<file path="src/rtl/mem_port_arbiter.sv">
// mem_port_arbiter
// Shares one single-port 16-bit memory between a read-only fetch port and a
// read/write data port. Accesses are serialised (IDLE -> ACCESS -> RESP); each
// access holds the memory signals for LATENCY cycles and then returns a
// one-cycle ack to the winner. Data normally wins, but fetch is forced through
// once it has lost STARVE_LIMIT consecutive arbitrations.
// Build option: define MEM_ARB_ALIGN_CHECK_EN to reject odd addresses with err
// (no memory access) instead of forwarding them to the memory unchanged.
// Legal ranges: LATENCY 1..7, STARVE_LIMIT 1..15.
module mem_port_arbiter #(
  parameter int ADDR_WIDTH   = 16,
  parameter int LATENCY      = 1,
  parameter int STARVE_LIMIT = 4
) (
  input  logic                  clk,
  input  logic                  rst,
  input  logic                  i_req,
  input  logic [ADDR_WIDTH-1:0] i_addr,
  output logic                  i_ack,
  output logic [15:0]           i_rdata,
  input  logic                  d_req,
  input  logic                  d_wr,
  input  logic [ADDR_WIDTH-1:0] d_addr,
  input  logic [15:0]           d_wdata,
  output logic                  d_ack,
  output logic [15:0]           d_rdata,
  output logic                  err,
  output logic                  m_enable,
  output logic                  m_wr,
  output logic [ADDR_WIDTH-1:0] m_addr,
  output logic [15:0]           m_wdata,
  input  logic [15:0]           m_rdata,
  output logic                  busy
);

  typedef enum logic [1:0] {
    ST_IDLE   = 2'd0,
    ST_ACCESS = 2'd1,
    ST_RESP   = 2'd2
  } state_t;

  localparam logic [2:0] LAST_CNT   = 3'(LATENCY - 1);
  localparam logic [3:0] STARVE_MAX = 4'(STARVE_LIMIT);

  state_t                r_state,    w_state_nxt;
  logic [2:0]            r_cnt,      w_cnt_nxt;
  logic [3:0]            r_starve,   w_starve_nxt;
  logic                  r_wr,       w_wr_nxt;
  logic                  r_sel_d,    w_sel_d_nxt;
  logic                  r_i_ack,    w_i_ack_nxt;
  logic [15:0]           r_i_rdata,  w_i_rdata_nxt;
  logic                  r_d_ack,    w_d_ack_nxt;
  logic [15:0]           r_d_rdata,  w_d_rdata_nxt;
  logic                  r_err,      w_err_nxt;
  logic                  r_m_enable, w_m_enable_nxt;
  logic                  r_m_wr,     w_m_wr_nxt;
  logic [ADDR_WIDTH-1:0] r_m_addr,   w_m_addr_nxt;
  logic [15:0]           r_m_wdata,  w_m_wdata_nxt;
  logic                  r_busy,     w_busy_nxt;

  logic                  w_fetch_wins;
  logic [ADDR_WIDTH-1:0] w_win_addr;
  logic                  w_win_wr;

  assign i_ack    = r_i_ack;
  assign i_rdata  = r_i_rdata;
  assign d_ack    = r_d_ack;
  assign d_rdata  = r_d_rdata;
  assign err      = r_err;
  assign m_enable = r_m_enable;
  assign m_wr     = r_m_wr;
  assign m_addr   = r_m_addr;
  assign m_wdata  = r_m_wdata;
  assign busy     = r_busy;

  // Arbitration: data first, unless fetch has starved for STARVE_LIMIT rounds.
  always_comb begin
    w_fetch_wins = i_req && (!d_req || (r_starve == STARVE_MAX));
    if (w_fetch_wins) begin
      w_win_addr = i_addr;
      w_win_wr   = 1'b0;
    end else begin
      w_win_addr = d_addr;
      w_win_wr   = d_wr;
    end
  end

  // Next-state and next-output logic for the access sequencer.
  always_comb begin
    w_state_nxt    = r_state;
    w_cnt_nxt      = r_cnt;
    w_starve_nxt   = r_starve;
    w_wr_nxt       = r_wr;
    w_sel_d_nxt    = r_sel_d;
    w_i_ack_nxt    = 1'b0;
    w_i_rdata_nxt  = r_i_rdata;
    w_d_ack_nxt    = 1'b0;
    w_d_rdata_nxt  = r_d_rdata;
    w_err_nxt      = 1'b0;
    w_m_enable_nxt = 1'b0;
    w_m_wr_nxt     = 1'b0;
    w_m_addr_nxt   = r_m_addr;
    w_m_wdata_nxt  = r_m_wdata;
    w_busy_nxt     = 1'b0;

    case (r_state)
      ST_IDLE: begin
        if (i_req || d_req) begin
          // Starvation only grows when fetch asked and lost; saturates at the limit.
          if (w_fetch_wins || !i_req) begin
            w_starve_nxt = 4'd0;
          end else if (r_starve != STARVE_MAX) begin
            w_starve_nxt = r_starve + 4'd1;
          end else begin
            w_starve_nxt = r_starve;
          end
          w_sel_d_nxt   = !w_fetch_wins;
          w_wr_nxt      = w_win_wr;
          w_m_addr_nxt  = w_win_addr;
          w_m_wdata_nxt = w_fetch_wins ? 16'd0 : d_wdata;
          w_cnt_nxt     = 3'd0;
          w_busy_nxt    = 1'b1;
`ifdef MEM_ARB_ALIGN_CHECK_EN
          if (w_win_addr[0]) begin
            // Misaligned: memory is left untouched; respond with err and zero data.
            w_state_nxt = ST_RESP;
            w_err_nxt   = 1'b1;
            if (w_fetch_wins) begin
              w_i_ack_nxt   = 1'b1;
              w_i_rdata_nxt = 16'd0;
            end else begin
              w_d_ack_nxt   = 1'b1;
              w_d_rdata_nxt = 16'd0;
            end
          end else begin
            w_state_nxt    = ST_ACCESS;
            w_m_enable_nxt = 1'b1;
            w_m_wr_nxt     = w_win_wr && (LAST_CNT == 3'd0);
          end
`else
          w_state_nxt    = ST_ACCESS;
          w_m_enable_nxt = 1'b1;
          // A single-cycle access writes in its first (and only) cycle.
          w_m_wr_nxt     = w_win_wr && (LAST_CNT == 3'd0);
`endif
        end else begin
          w_starve_nxt = 4'd0;
          w_state_nxt  = ST_IDLE;
        end
      end

      ST_ACCESS: begin
        w_busy_nxt = 1'b1;
        if (r_cnt == LAST_CNT) begin
          // Final edge of the access: capture read data, raise ack, release memory.
          w_state_nxt = ST_RESP;
          if (r_sel_d) begin
            w_d_ack_nxt   = 1'b1;
            w_d_rdata_nxt = r_wr ? 16'd0 : m_rdata;
          end else begin
            w_i_ack_nxt   = 1'b1;
            w_i_rdata_nxt = m_rdata;
          end
        end else begin
          w_cnt_nxt      = r_cnt + 3'd1;
          w_m_enable_nxt = 1'b1;
          // Strobe the write only in the last held cycle so each access writes once.
          w_m_wr_nxt     = r_wr && ((r_cnt + 3'd1) == LAST_CNT);
        end
      end

      ST_RESP: begin
        w_state_nxt = ST_IDLE;
      end

      default: begin
        w_state_nxt = ST_IDLE;
      end
    endcase
  end

  // State and output registers; rst abandons any access in flight without an ack.
  always_ff @(posedge clk) begin
    if (rst) begin
      r_state    <= ST_IDLE;
      r_cnt      <= 3'd0;
      r_starve   <= 4'd0;
      r_wr       <= 1'b0;
      r_sel_d    <= 1'b0;
      r_i_ack    <= 1'b0;
      r_i_rdata  <= 16'd0;
      r_d_ack    <= 1'b0;
      r_d_rdata  <= 16'd0;
      r_err      <= 1'b0;
      r_m_enable <= 1'b0;
      r_m_wr     <= 1'b0;
      r_m_addr   <= {ADDR_WIDTH{1'b0}};
      r_m_wdata  <= 16'd0;
      r_busy     <= 1'b0;
    end else begin
      r_state    <= w_state_nxt;
      r_cnt      <= w_cnt_nxt;
      r_starve   <= w_starve_nxt;
      r_wr       <= w_wr_nxt;
      r_sel_d    <= w_sel_d_nxt;
      r_i_ack    <= w_i_ack_nxt;
      r_i_rdata  <= w_i_rdata_nxt;
      r_d_ack    <= w_d_ack_nxt;
      r_d_rdata  <= w_d_rdata_nxt;
      r_err      <= w_err_nxt;
      r_m_enable <= w_m_enable_nxt;
      r_m_wr     <= w_m_wr_nxt;
      r_m_addr   <= w_m_addr_nxt;
      r_m_wdata  <= w_m_wdata_nxt;
      r_busy     <= w_busy_nxt;
    end
  end

endmodule

</file>
<file path="config.mk">
export PLATFORM = sky130hd
export DESIGN_NAME = mem_port_arbiter
export DESIGN_NICKNAME = d
export VERILOG_FILES = /design/src/rtl/mem_port_arbiter.sv
export SDC_FILE = /design/constraint.sdc
export NUM_CORES = 1
export LEC_CHECK = 0
export ABC_CLOCK_PERIOD_IN_PS = 1800
export CAP_MARGIN = 10
export CORE_MARGIN = 5
export CORE_UTILIZATION = 45
export CTS_BUF_LIST = sky130_fd_sc_hd__clkbuf_8
export CTS_CLUSTER_SIZE = 24
export DETAILED_ROUTE_END_ITERATION = 8
export PLACE_DENSITY = 0.78
export SYNTH_ARGS = -nofsm -noshare
export SYNTH_HDL_FRONTEND = slang
export SYNTH_SLANG_ARGS = --single-unit
</file>
<file path="constraint.sdc">
create_clock -name clk -period 1.8 [get_ports clk]
set_input_delay 0.18 -clock clk [delete_from_list [all_inputs] [get_ports clk]]
set_output_delay 0.18 -clock clk [all_outputs]
set_load 0.05 [all_outputs]
</file>
* Yosys cells after proc, flatten, opt, wreduce, memory -nomap -nowiden *
Cells that the tools add are included.

cells by class
  $add $sub $neg = 2
  equal/unequal tests = 7
  muxes and demuxes = 22
  bitwise gates (word level) = 3
  reduce and logical (&&, ||, !) cells = 18

operators by type and width
  operator                                                          count
  16-bit two-way mux                                                3
  4-bit two-way mux                                                 3
  3-bit AND reduction                                               3
  1-bit two-way mux                                                 8
  3-bit logical NOT                                                 2
  3-bit two-way mux                                                 2
  2-bit != test (second input constant)                             3
  1-bit one-hot mux with 2 select lines                             3
  3-bit one-hot mux with 2 select lines                             1
  4-bit by 1-bit adder with 4-bit output (second input constant)    1
  4-bit by 3-bit == test with 1-bit output (second input constant)  1
  4-bit by 3-bit != test with 1-bit output (second input constant)  1
  2-bit one-hot mux with 2 select lines                             1
  2-bit AND reduction                                               2
  3-bit by 1-bit adder with 3-bit output (second input constant)    1
  1-bit logical NOT                                                 3
  1-bit logical OR                                                  3
  3-bit by 1-bit != test with 1-bit output (second input constant)  1
  1-bit NOT                                                         3
  3-bit OR reduction                                                1
  2-bit by 1-bit == test with 1-bit output (second input constant)  1
  1-bit logical AND                                                 2
  2-bit logical NOT                                                 1
  2-bit two-way mux                                                 1
  2-bit nonzero test                                                1

storage, ports and cells
  flip-flop bits (word level) = 80
  bits of input ports = 69
  output and inout bits = 70
  word-level logic and storage cells = 66

* Longest topological paths before layout *
Gate-level depths: netlist (run 1).

  depth after elaboration = 6
  gate-level depth with buffers = 7
  depth with buffers taken out = 5

* Worst setup path before layout (run 1) *
OpenSTA, ideal clock, no wires.

  kind = register -> register
  start = reg r_cnt[0]
  end = reg r_m_wr (netlist: m_wr)
  data arrival time = 1.497 ns
  path slack = 0.224 ns
  cell stages (with the launch flop) = 6
  period minus slack after synthesis = 1.576 ns
  cells stage by stage = dfxtp_1 inv_1 ha_1 nor2b_1 or4_1 a211oi_2

between the ends
  longest elaborated chain between the ends = 5
  elaborated cells on any way between the ends = 6
  those cells by class = add/sub: 1; mux: 2; reduce/logical: 3

ends and longest elaborated chain
  element                                    line  RTL
  start, declared                            46    logic [2:0] r_cnt, w_cnt_nxt;
  start signal, assigned                     202   r_cnt <= w_cnt_nxt;
  3-bit by 1-bit adder with 3-bit output     168   w_m_wr_nxt = r_wr && ((r_cnt + 3'd1) == LAST_CNT);
  3-bit logical NOT                          168
  1-bit logical AND                          168
  1-bit two-way mux (*)                      154   if (r_cnt == LAST_CNT) begin
  1-bit one-hot mux with 2 select lines (*)  106   case (r_state)
  end signal, assigned                       212   r_m_wr <= w_m_wr_nxt;
  end, declared                              56    logic r_m_wr, w_m_wr_nxt;

Mark *: on every way between the ends. The rest lies on a longest branch, timed or not.
A chain may end at the register's enable or synchronous reset.

* Final worst setup path (run 1) *
Ends and elaborated chain as after synthesis.

==> impl_metrics.env, run 1 <==
export IMPL_wl_per_cell_microns=16.50
export IMPL_synth_seq_area_share_pct=44.85
export IMPL_area_growth_pct=48.21
export IMPL_p_per_area_nw_per_um2=892.0
export IMPL_io_pins=139
export IMPL_fp_row_count=32
export IMPL_antenna_found_initial=0
export IMPL_drcViolationCount=0
export IMPL_rsz0062_at_grt="true"
export IMPL_layout_drive_gt1_share_pct=8.818
export IMPL_drt_iter0_drc=236
export IMPL_clkPwrFrac_pct=33.1
export IMPL_worst_slew_pin_slew_ps=927.4
export IMPL_yosysTopAreaCell="dfxtp_1"
export IMPL_ir_drop_mv=0.4906
export IMPL_cts_sinks=80
export IMPL_totalWireLength_microns=10480
export IMPL_clockRootBuffer="clkbuf_8"
export IMPL_tns_ps=0
export IMPL_grt_pass1_vias=3571
export IMPL_fill_cells=636
export IMPL_postSynthAreaPerCell_sq_um=8.688
export IMPL_diodes=0
export IMPL_hold_viol=0
export IMPL_num_vias=3717
export IMPL_seqPwrFrac_pct=41.1
export IMPL_p_leak_nw=1.819
export IMPL_cts_htree_levels=3
export IMPL_ys_async_sr_fraction_pct=0
export IMPL_die_h_microns=99.08
export IMPL_grt_usage_pct=20.89
export IMPL_fp_dieArea_sq_um=9817
export IMPL_numPortBuffers=137
export IMPL_power_w=0.004721
export IMPL_grt_pass1_wl_microns=17260
export IMPL_reg2reg_slack_ps=90
export IMPL_worstReg2RegStart="r_cnt[0]"
export IMPL_finalWeightedCongestion=0.8216
export IMPL_synth_edf_count=0
export IMPL_synth_cells=411
export IMPL_yosys_warnings=0
export IMPL_synth_common_cells="dfxtp_1, a21oi_1, o21ai_0"
export IMPL_yosysMostFrequentCell="dfxtp_1"
export IMPL_power_switching_w=0.001451
export IMPL_num_nets_final=602
export IMPL_min_path_cells=2
export IMPL_grt_max_degree=35
export IMPL_seqCellArea_sq_um=1603
export IMPL_crit_path_end_kind="register"
export IMPL_dp_hpwl_microns=7391
export IMPL_r2r_end="m_wr"
export IMPL_synth_area_top_cells="dfxtp_1, a21oi_1, o21ai_0"
export IMPL_finalSetupViolations=0
export IMPL_viasPerCell=5.854
export IMPL_clk_pin_slew_ps=80
export IMPL_ys_types=38
export IMPL_required_ps=2060
export IMPL_internal_power_w=0.003270
export IMPL_dp_slack_ps=-249.0
export IMPL_period_needed_ps=1708
export IMPL_ant_nets=0
export IMPL_comb_power_share_pct=25.7
export IMPL_worstSetupPathType="register to register"
export IMPL_ys_flop_type="dfxtp_1"
export IMPL_cp_max_fo=5
export IMPL_cts_tree="built"
export IMPL_multi_input_area_sq_um=1755
export IMPL_die_x_microns=99.08
export IMPL_fin_worst_skew_ps=5.291
export IMPL_netlist_area_leader_share_pct=44.85
export IMPL_grt_ovfl_total=0
export IMPL_core_sq_um=7727
export IMPL_maxSlewViolCount=0
export IMPL_reg2reg_depth=5
export IMPL_fin_area_sq_um=5293
export IMPL_clock_latency_ps=340
export IMPL_dpl_cell_area_sq_um=5021
export IMPL_cts_made_buffers=9
export IMPL_layout_setup_ws_ps=91.67
export IMPL_min_period_over_period_pct=94.91
export IMPL_holdCritPathClass="input pin to register"
export IMPL_start_kind="register"
export IMPL_maxCapViolations=0
export IMPL_status="completed"
export IMPL_ys_ff_latch=80
export IMPL_swShare_pct=30.74
export IMPL_max_freq_mhz=585.4
export IMPL_initial_core_util_pct=46.21
export IMPL_final_util_pct=68.49
export IMPL_relSlewSlack_pct=38.11
export IMPL_syn_num_nets=485
export IMPL_firstDrtPassIters=5
export IMPL_synth_area_sq_um=3571
export IMPL_arrival_ps=1960
export IMPL_cp_startpoint="r_cnt[0]"
export IMPL_cp_endpoint="m_wr"
export IMPL_cts_buffer_depth=2
==> layer usage <==
| metal | vias up | global-route usage, % | wire length [microns] |
|---|---|---|---|
| met2 | 159 | 32.95 | 5013 |
| met1 | 1735 | 27.18 | 4425 |
| met4 | 0 | 8.193 | 207 |
| met5 | - | 0 | 0 |
| met3 | 19 | 5.591 | 833 |
| li1 | 1804 | - | - |
==> layout make-up <==
type	instances	area share (%)
flip-flops and latches	80	30.28
clock buffers	9	2.340
multi-input cells	273	33.17
inverters	6	0.4255
well taps	102	2.411
clock inverters	7	2.269
repair buffers	158	29.10
==> timing repair <==
| item | in CTS | in global routing |
|---|---|---|
| hold buffers | 0 | 0 |
| setup endpoints to repair | 0 | 46 |
| buffers inserted | 0 | 0 |
| resized for setup | 0 | 12 |
==> power by group through the flow <==
stage | logic [W] | clock network [W] | registers (W)
3_5_place_dp | 0.00121 | 0 | 0.00198
2_1_floorplan | 0.000375 | 0 | 0.00233
5_1_grt | 0.00129 | 0.00168 | 0.00196
6_report | 0.00121 | 0.00156 | 0.00194
4_1_cts | 0.00121 | 0.00159 | 0.00194
3_3_place_gp | 0.00119 | 0 | 0.00198
==> cells in the final DEF, fill, tap and decap left out, drive strengths merged, types with 2 or more instances in the layout <==
cell type / count
a2111oi: 16
nor3: 3
o21ai: 51
nor2: 5
a31oi: 2
buf: 22
nor2b: 2
inv: 6
or2: 2
nand4: 19
clkinv: 3
a211oi: 3
a21oi: 70
dfxtp: 80
nand3: 21
nand2b: 4
nand4b: 21
bufinv: 3
nand2: 5
clkdlybuf4s50: 136
and4b: 16
ha: 5
nor4: 17
o221ai: 2
clkbuf: 9
==> worst min-delay path by stage <==
stage	startpoint	endpoint	slack, ps
after detailed placement	m_wdata[3]	m_wdata[3]	470
after floorplan	m_rdata[15]	i_rdata[15]	330
after global routing	rst	r_cnt[0]	330
after global placement	d_rdata[8]	d_rdata[8]	460
final	rst	r_state[0]	300
after CTS	rst	r_state[0]	280
==> state kept, by name (all words and copies together) (netlist names), 2 cells and up <==
name / count
d_rdata: 16
i_rdata: 16
m_addr: 16
m_wdata: 16
r_starve: 4
r_cnt: 3
r_state: 2
==> logic make-up (layout without fill, tap and decap cells) <==
kind of cell | after synthesis | in the layout | synth area share (%)
compound gates | 145 | 145 | 22.70
xor+xnor | 1 | 1 | 0.2453
fa+ha+maj | 5 | 5 | 1.752
buf+inv | 58 | 180 | 6.833
flops | 80 | 80 | 44.85
other cells | 1 | 1 | 0.1050
simple gates | 121 | 121 | 23.51
==> stage by stage <==
stage	hold slack [ps]	std cells
finish	297.6	635
global route	332.8	635
CTS	283.0	635
detailed placement	466.1	619
global placement	459.5	619
floorplan	327.7	411
==> critical path, stage by stage (launching register included) <==
cell,delay (ps)
dfxtp_2,360
inv_1,60
ha_1,250
nor2b_1,180
or4_1,530
a211oi_2,240
No activity file was read; power rests on OpenSTA's default activity.
==> run 2, diff against run 1 <==
--- a/config.mk
+++ b/config.mk
@@ -12,7 +12,7 @@
 export CTS_BUF_LIST = sky130_fd_sc_hd__clkbuf_8
 export CTS_CLUSTER_SIZE = 24
 export DETAILED_ROUTE_END_ITERATION = 8
-export PLACE_DENSITY = 0.78
+export PLACE_DENSITY = 0.79
 export SYNTH_ARGS = -nofsm -noshare
 export SYNTH_HDL_FRONTEND = slang
 export SYNTH_SLANG_ARGS = --single-unit
==> run 2 against run 1 <==
Against the previous run: count of clock-buffer cells in the layout unchanged; worst setup slack got worse by 8.0 ps; sequential power is essentially flat; utilization fell by 0.31 points; critical path type is now register to output pin.
==> impl_metrics.env, run 2 (synthesis gave the netlist of run 1 again) <==
export IMPL_status="completed"
export IMPL_period_needed_ps=1716
export IMPL_relSlewSlack_pct=48.72
export IMPL_grt_ovfl_total=0
export IMPL_fp_dieArea_sq_um=9817
export IMPL_critPathSlowestCell="clkdlybuf4s50_1"
export IMPL_worstReg2RegStart="r_cnt[0]"
export IMPL_viasPerCell=5.919
export IMPL_fin_area_sq_um=5269
export IMPL_critPathTopFamily="buffers and inverters"
export IMPL_p_per_area_nw_per_um2=879.0
export IMPL_min_path_cells=2
export IMPL_fp_row_count=32
export IMPL_min_to="r_state[0]"
export IMPL_antenna_found_initial=0
export IMPL_diodes=0
export IMPL_totalWireLength_microns=10560
export IMPL_max_freq_mhz=582.6
export IMPL_cts_tree="built"
export IMPL_clockRootBuffer="clkbuf_8"
export IMPL_initial_core_util_pct=46.21
export IMPL_worstPathCellList="clkdlybuf4s50_1"
export IMPL_slowest_delay_ps=820
export IMPL_layout_drive_gt1_share_pct=7.925
export IMPL_power_w=0.004631
export IMPL_finalWeightedCongestion=0.8283
export IMPL_clk_pin_slew_ps=90
export IMPL_arrival_ps=1540
export IMPL_ctsResizeCount=0
export IMPL_finalSetupViolations=0
export IMPL_worst_slew_pin_slew_ps=769.3
export IMPL_grt_pass1_vias=3474
export IMPL_layout_commonest_cell="clkdlybuf4s50_1"
export IMPL_cts_htree_levels=3
export IMPL_layout_setup_ws_ps=83.70
export IMPL_crit_path_end_kind="output pin"
export IMPL_clock_latency_ps=350
export IMPL_tns_ps=0
export IMPL_dp_hpwl_microns=7145
export IMPL_min_from="rst"
export IMPL_cts_made_buffers=9
export IMPL_min_period_over_period_pct=95.35
export IMPL_start_kind="register"
export IMPL_dpl_cell_area_sq_um=5036
export IMPL_reg2reg_slack_ps=120
export IMPL_die_x_microns=99.08
export IMPL_io_pins=139
export IMPL_firstDrtPassIters=4
export IMPL_ant_nets=0
export IMPL_ir_drop_mv=0.5735
export IMPL_grt_pass1_wl_microns=16840
export IMPL_drt_iter0_drc=216
export IMPL_layout_common_cells="clkdlybuf4s50_1, dfxtp_1, a21oi_1"
export IMPL_hold_viol=0
export IMPL_cts_sinks=80
export IMPL_p_leak_nw=1.811
export IMPL_fill_cells=611
export IMPL_num_vias=3741
export IMPL_cts_buffer_depth=2
export IMPL_die_h_microns=99.08
export IMPL_wl_per_cell_microns=16.71
export IMPL_r2r_end="m_wr"
export IMPL_num_nets_final=599
export IMPL_timing_hold_ws_ps=305.9
export IMPL_holdCritPathClass="input pin to register"
export IMPL_maxSlewViolCount=0
export IMPL_postCtsHoldBufs=0
export IMPL_maxCapViolations=0
export IMPL_rsz0062_at_grt="false"
export IMPL_cp_max_fo=2
export IMPL_drcViolationCount=0
export IMPL_worstPathBufferInverterCount=1
export IMPL_reg2reg_depth=5
export IMPL_grt_usage_pct=20.48
export IMPL_numPortBuffers=137
export IMPL_postCtsSetupBuffers=0
export IMPL_area_growth_pct=47.55
export IMPL_dp_slack_ps=-105.4
export IMPL_core_sq_um=7727
export IMPL_fin_worst_skew_ps=14.01
export IMPL_grt_max_degree=55
export IMPL_required_ps=1620
export IMPL_worstSetupPathType="register to output pin"
## run 2: cell count changes in the layout (fill, tap and decap cells not counted), moves of 3 or more
cell,previous run,this run
inv_6,0,3
a2111oi_0,9,13
buf_4,19,14
a2111oi_1,5,2
buf_12,1,4
## run 2: worst max path at each step
stage               cells after the start    endpoint  slack, ps   startpoint
global placement                        4   m_addr[2]        -30        d_req
finish                                  1  m_addr[12]         80   m_addr[12]
global route                            7  m_wdata[9]          6  r_starve[0]
CTS                                     1  m_addr[12]         70   m_addr[12]
floorplan                               5        m_wr        220     r_cnt[0]
detailed placement                      4   m_addr[4]       -110        d_req
## run 2: final cells by class
| class | instances | area [sq um] | share of cell area, % |
|---|---|---|---|
| Multi-Input combinational cell | 273 | 1742 | 33.06 |
| Inverter | 6 | 22.52 | 0.4275 |
| Sequential cell | 80 | 1602 | 30.40 |
| Clock inverter | 7 | 100.1 | 1.900 |
| Clock buffer | 9 | 123.9 | 2.351 |
| Tap cell | 102 | 127.6 | 2.422 |
| Timing Repair Buffer | 155 | 1551 | 29.45 |
## run 2: routing by layer
layer	wire length, microns	vias to the layer above	global-route usage (%)
met5	0	-	0
met2	4965	172	31.51
met1	4506	1769	27.54
li1	-	1790	-
met3	995	10	6.299
met4	95	0	6.303
## run 2: power by group
part | switching, W | internal (W)
combinational | 0.000750 | 0.000469
clock | 0.000677 | 0.000796
sequential | 0.0000589 | 0.00188
## run 2: metrics by stage
stage,instances,utilization (%)
after floorplan,411,-
after global placement,616,65.17
after detailed placement,616,65.17
after CTS,632,68.07
after global routing,632,68.18
final,632,68.18
